`config.mk`:
```
export PLATFORM = sky130hd
export DESIGN_NAME = pe_row_spec_flat
export DESIGN_NICKNAME = d
export VERILOG_FILES = /design/src/rtl/pe_row_spec_if.sv /design/src/rtl/pe_row_spec.sv /design/src/flat_wrapper.sv
export SDC_FILE = /design/constraint.sdc
export NUM_CORES = 1
export LEC_CHECK = 0
export ABC_AREA = 1
export BUFFER_PORTS_ARGS = -buffer_cell sky130_fd_sc_hd__clkbuf_2
export CAP_MARGIN = 5
export CORE_ASPECT_RATIO = 0.8
export CORE_MARGIN = 5
export CORE_UTILIZATION = 59
export DETAILED_ROUTE_END_ITERATION = 7
export PLACE_DENSITY = 0.82
export RECOVER_POWER = 100
export SLEW_MARGIN = 20
export SYNTH_ARGS = -nofsm -noshare
export SYNTH_HDL_FRONTEND = slang
export SYNTH_SLANG_ARGS = --single-unit
```
`constraint.sdc`:
```
create_clock -name clk -period 5.2 [get_ports clk]
set_clock_uncertainty 0.2 [all_clocks]
set_input_delay 0.78 -clock clk [delete_from_list [all_inputs] [get_ports clk]]
set_output_delay 0.78 -clock clk [all_outputs]
set_load 0.02 [all_outputs]
```
`src/rtl/pe_row_spec_if.sv`:
```
// pe_row_spec_if: operand/result bundle of a systolic PE row.
interface pe_row_spec_if #(
    parameter int BITWIDTH = 8,
    parameter int RW       = 8,
    parameter int Y_COL    = 2
);
    logic                      en;
    logic [BITWIDTH-1:0]       in_row;
    logic [Y_COL*BITWIDTH-1:0] in_col;
    logic [Y_COL*BITWIDTH-1:0] out_col;
    logic [Y_COL*RW-1:0]       row_result;
    modport master (output en, in_row, in_col, input out_col, row_result);
    modport slave  (input en, in_row, in_col, output out_col, row_result);
endinterface

```
`src/rtl/pe_row_spec.sv`:
```
// pe_row_spec: row of Y_COL multiply-accumulate PEs; row operand ripples right,
// column operands pass straight down with one register stage.
module pe_row_spec #(
    parameter int BITWIDTH                 = 8,
    parameter int IS_BITWIDTH_DOUBLE_SCALE = 0,
    parameter int Y_COL                    = 2
) (
    input logic          clk,
    input logic          rst_n,
    pe_row_spec_if.slave bus
);
    localparam int RW = IS_BITWIDTH_DOUBLE_SCALE != 0 ? 2*BITWIDTH : BITWIDTH;

    // The last PE's horizontal output has no consumer, so only Y_COL-1 stages are stored.
    logic [Y_COL-2:0][BITWIDTH-1:0]   h_q, h_d;
    logic [Y_COL-1:0][BITWIDTH-1:0]   a, b, oc_q, oc_d;
    logic [Y_COL-1:0][RW-1:0]         acc_q, acc_d;
    logic [Y_COL-1:0][2*BITWIDTH-1:0] prod;

    always_comb begin
        a    = {h_q, bus.in_row};
        b    = bus.in_col;
        h_d  = bus.en ? a[Y_COL-2:0] : h_q;
        oc_d = bus.en ? b : oc_q;
        prod = '0;
        acc_d = acc_q;
        for (int i = 0; i < Y_COL; i++) begin
            prod[i]  = {{BITWIDTH{1'b0}}, a[i]} * {{BITWIDTH{1'b0}}, b[i]};
            acc_d[i] = bus.en ? acc_q[i] + prod[i][RW-1:0] : acc_q[i];
        end
    end

    always_ff @(posedge clk or posedge rst_n) begin
        if (rst_n) begin
            h_q   <= '0;
            oc_q  <= '0;
            acc_q <= '0;
        end else begin
            h_q   <= h_d;
            oc_q  <= oc_d;
            acc_q <= acc_d;
        end
    end

    assign bus.out_col    = oc_q;
    assign bus.row_result = acc_q;
endmodule

```
`src/flat_wrapper.sv`:
```
// flat-port wrapper written by rule: the top's interface ports become plain ports
module pe_row_spec_flat 
#(
    parameter int BITWIDTH                 = 8,
    parameter int IS_BITWIDTH_DOUBLE_SCALE = 0,
    parameter int Y_COL                    = 2
)
  (clk, rst_n, bus_en, bus_in_row, bus_in_col, bus_out_col, bus_row_result);
  pe_row_spec_if #(.BITWIDTH(BITWIDTH), .RW(8), .Y_COL(Y_COL)) bus_i ();
  input logic clk;
  input logic rst_n;
  input wire logic [$bits(bus_i.en)-1:0] bus_en;
  input wire logic [$bits(bus_i.in_row)-1:0] bus_in_row;
  input wire logic [$bits(bus_i.in_col)-1:0] bus_in_col;
  output wire logic [$bits(bus_i.out_col)-1:0] bus_out_col;
  output wire logic [$bits(bus_i.row_result)-1:0] bus_row_result;
  assign bus_i.en = bus_en;
  assign bus_i.in_row = bus_in_row;
  assign bus_i.in_col = bus_in_col;
  assign bus_out_col = bus_i.out_col;
  assign bus_row_result = bus_i.row_result;
  pe_row_spec #(.BITWIDTH(BITWIDTH), .IS_BITWIDTH_DOUBLE_SCALE(IS_BITWIDTH_DOUBLE_SCALE), .Y_COL(Y_COL)) u_core (.clk(clk), .rst_n(rst_n), .bus(bus_i));
endmodule
```
# == After elaboration in Yosys (flattened, before gate mapping) ==
# Cells that the tools add are included.
# op_classes
mul,2
n_addsub,2
# ops
cell,count
8-bit adder,2
8-bit by 8-bit multiplier with 8-bit output,2
# word_totals
elab_cells,9
regBits,40
inputBits,27
out_inout_bits,32

# == Logic depth before layout (Yosys ltp) ==
# depth
word_depth,2
ltp_mapped,24
mapped_depth_nobuf,23

# == Worst setup path after synthesis ==
# Ideal clock, no wire load.
# synth_timing
path_type,input port to flip-flop
from,in bus_in_col[9]
to,reg u_core.acc_q (netlist bit u_core.bus.row_result[15])
setup_time_ns,0.117
arrival_ns,4.106
setup_slack_ns,0.777
path_stages,19
path_cell_list,buf_4 nand2_1 fa_1 inv_1 fa_1 inv_1 fa_1 fa_1 inv_1 ha_1 nand2_1 nand2_1 nor2_1 nand3_1 nand2_2 xor2_2 nand2_1 nand3_1 nand2_1
# synth_between
elab_chain_cells,2
# synth_rtl
element,line_no,text
from (decl),flat_wrapper.sv:14,input wire logic [$bits(bus_i.in_col)-1:0] bus_in_col;
8-bit by 8-bit multiplier with 8-bit output,pe_row_spec.sv:28,"prod[i] = {{BITWIDTH{1'b0}}, a[i]} * {{BITWIDTH{1'b0}}, b[i]};"
8-bit adder,pe_row_spec.sv:29,acc_d[i] = bus.en ? acc_q[i] + prod[i][RW-1:0] : acc_q[i];
to (signal assigned),pe_row_spec.sv:37,acc_q <= '0;
to (signal assigned),pe_row_spec.sv:41,acc_q <= acc_d;
to (decl),pe_row_spec.sv:17,"logic [Y_COL-1:0][RW-1:0] acc_q, acc_d;"
# Every way passes these cells.
# A chain may end at the register's enable or synchronous reset.

# == Final worst setup path ==
# layout_timing
from,in bus_in_col[8]
to,reg u_core.acc_q (netlist bit u_core.bus.row_result[15])
# Same word-level chain as after synthesis.

==> flow_metrics.env <==
export IMPL_clk_pin_slew_ns=0.07
export IMPL_cts_root_buf="clkbuf_8"
export IMPL_seq_area_um2=1000
export IMPL_status="complete, but fails checks"
export IMPL_grt_start_max_net_pins=42
export IMPL_post_drt_wl_per_cell_um=13.0
export IMPL_firstDrtPassIters=4
export IMPL_synth_distinct_cells=24
export IMPL_grt_pass1_wl_um=15700
export IMPL_syn_inst=554
export IMPL_cts_resized=0
export IMPL_final_nets=699
export IMPL_detail_route_wirelength_um=8940
export IMPL_fmax_mhz=217
export IMPL_core_area_um2=6470
export IMPL_worstPathCellList="clkbuf_1, nand2_1, fa_1, inv_1, fa_1, inv_1, fa_1, fa_1, inv_1, ha_1, nand2_1, nand2_1, nor2_1, nand3_1, nand2_1, nand2_1, nand2_1, nand2_1, nand3_1, nand2_1"
export IMPL_critical_path_class="in -> reg"
export IMPL_worst_path_max_fanout=10
export IMPL_power_density_nw_per_um2=495
export IMPL_io_buffers=58
export IMPL_placed_cells=679
export IMPL_die_h_um=83.5
export IMPL_start_util_pct=61.5
export IMPL_dp_final_hpwl_um=7230
export IMPL_multi_input_area_um2=2390
export IMPL_drtIter0Drc=171
export IMPL_setup_viol=0
export IMPL_viasPerCell=4.96
export IMPL_mostFrequentLayoutCell="nand2_1"
export IMPL_cts_max_path_buffers=2
export IMPL_grt_setup_unrepaired="false"
export IMPL_power_mw=2.13
export IMPL_hold_viol=0
export IMPL_insertion_delay_ns=0.30
export IMPL_p_leak_nw=2.67
export IMPL_grt_antenna_before_repair=0
export IMPL_ys_seq_area_share_pct=25.2
export IMPL_drtAntennaViolNets=0
export IMPL_cts_tree="yes"
export IMPL_io_pins=59
export IMPL_most_common_layout_cells="238 x nand2_1, 122 x inv_1, 40 x dfrtp_1"
export IMPL_maxSlewHeadroom_pct=-44.0
export IMPL_hold_class="reg -> reg"
export IMPL_mappedNetlistArea_um2=3980
export IMPL_track_usage_pct=22.9
export IMPL_post_route_util_pct=66.7
export IMPL_place_ws_ns=0.452
export IMPL_end_kind="flip-flop"
export IMPL_place_gp_congestion=0.908
export IMPL_layout_drive_gt1_share_pct=6.80
export IMPL_avgSynthCellArea_um2=7.18
export IMPL_fin_tns_setup_ns=0
export IMPL_drc=0
export IMPL_start_kind="input port"
export IMPL_synth_nets=651
export IMPL_violations="capacitance limit, slew limit"
export IMPL_crit_path_top_delay_cell="fa_1"
export IMPL_numCtsBuffers=5
export IMPL_max_stage_delay_ns=0.56
export IMPL_grt_pass1_vias=3465
export IMPL_cts_hold_buf=0
export IMPL_setup_ws_ns=0.593
export IMPL_period_share_pct=88.6
export IMPL_clock_sinks=40
export IMPL_drv_slew=83
export IMPL_rows=26
export IMPL_fp_dieW_um=102
export IMPL_stdcell_count=687
export IMPL_area_growth_syn_to_layout_pct=8.46
export IMPL_ir_drop_mv=0.190
export IMPL_diodes=0
export IMPL_worstPathArrival_ns=4.58
export IMPL_die_area_um2=8500
export IMPL_ys_warn_count=0
export IMPL_drv_cap=2
export IMPL_route_vias_total=3408
export IMPL_worst_pin_slew_ns=2.16
export IMPL_crit_path_frequent_cell="nand2_1"
export IMPL_gr_total_overflow=0
export IMPL_synth_seq_cells=40
export IMPL_cts_setup_buffers=0
export IMPL_finalCriticalPeriod_ns=4.61
export IMPL_fill_cells=582
export IMPL_cts_max_level=2
export IMPL_required_ns=5.17
-- layer usage --
| layer | wire length [um] | track usage (%) | vias up |
|---|---|---|---|
| met1 | 4010 | 32.8 | 1586 |
| met2 | 4100 | 35.9 | 114 |
| met4 | 109 | 6.20 | 0 |
| met5 | 0 | 0 | - |
| li1 | - | - | 1696 |
| met3 | 720 | 3.68 | 12 |
-- sequential cells by signal, indices dropped and copies added, names as in the netlist --
| name | cells |
|---|---|
| u_core.bus.out_col | 16 |
| u_core.h_q | 8 |
| u_core.bus.row_result | 16 |
-- cells in the mapped netlist --
| cell | instances | area, um^2 |
|---|---|---|
| inv_1 | 122 | 458 |
| nand3_2 | 1 | 10.0 |
| inv_2 | 2 | 7.51 |
| nand2_2 | 8 | 50.1 |
| buf_4 | 2 | 15.0 |
| clkbuf_1 | 6 | 22.5 |
| buf_2 | 8 | 40.0 |
| ha_1 | 34 | 425 |
| dfrtp_1 | 40 | 1000 |
| nand3b_1 | 3 | 22.5 |
| o21ai_0 | 10 | 50.1 |
| clkbuf_8 | 2 | 27.5 |
| xor2_2 | 1 | 16.3 |
| xnor2_1 | 3 | 26.3 |
| a21oi_1 | 3 | 15.0 |
| nor2_1 | 8 | 30.0 |
| nand2_1 | 237 | 890 |
| clkbuf_2 | 1 | 5.00 |
| o21ai_1 | 1 | 5.00 |
| nand2_4 | 1 | 11.3 |
| fa_1 | 36 | 721 |
| clkinv_1 | 2 | 7.51 |
| xor2_1 | 2 | 17.5 |
| nand3_1 | 21 | 105 |
-- per-stage QoR --
stage,hold slack (ns),area (um^2)
finish,0.273,4320
global route,0.309,4320
CTS,0.278,4370
detailed placement,0.258,4280
global placement,0.253,4280
floorplan,0.265,3980
-- worst paths after layout --
check	slack [ns]	start	endpoint	depth (start not counted)
worst max-delay path	0.59	bus_in_col[8]	u_core.bus.row_result[15]	20
worst min-delay path	0.27	u_core.bus.out_col[12]	u_core.bus.out_col[12]	2
min in group asynchronous	1.04	rst_n	u_core.bus.row_result[3]	3
worst max register to register	0.93	u_core.h_q[1]	u_core.bus.row_result[15]	19
max in group asynchronous	2.51	rst_n	u_core.bus.out_col[11]	3
worst min register to register	0.27	u_core.bus.out_col[12]	u_core.bus.out_col[12]	2
-- logic make-up after synthesis --
| kind of cell | share of synthesized area, % |
|---|---|
| xor+xnor | 1.51 |
| simple gates | 28.1 |
| fa+ha+maj | 28.8 |
| buf+inv | 14.7 |
| compound gates | 1.76 |
| flops | 25.2 |
-- where the power goes --
group          internal [mW]  switching, mW  total [mW]
combinational          0.556          0.898        1.45
clock                  0.108          0.113       0.222
sequential             0.391         0.0677       0.459
total                   1.06           1.08        2.13
-- worst max-delay path: cells and delay by family --
| family | cells | cell delay [ns] |
|---|---|---|
| buffers and inverters | 4 | 0.46 |
| adder cells (fa/ha/maj) | 5 | 2.35 |
| AND/OR/NAND/NOR | 11 | 0.99 |
-- final cells by class --
type | count | area share [%]
Sequential cell | 40 | 23.2
Multi-Input combinational cell | 369 | 55.4
Inverter | 126 | 11.0
Tap cell | 84 | 2.44
Timing Repair Buffer | 60 | 5.89
Clock buffer | 8 | 2.09
Power figures use the tool's default switching activity.
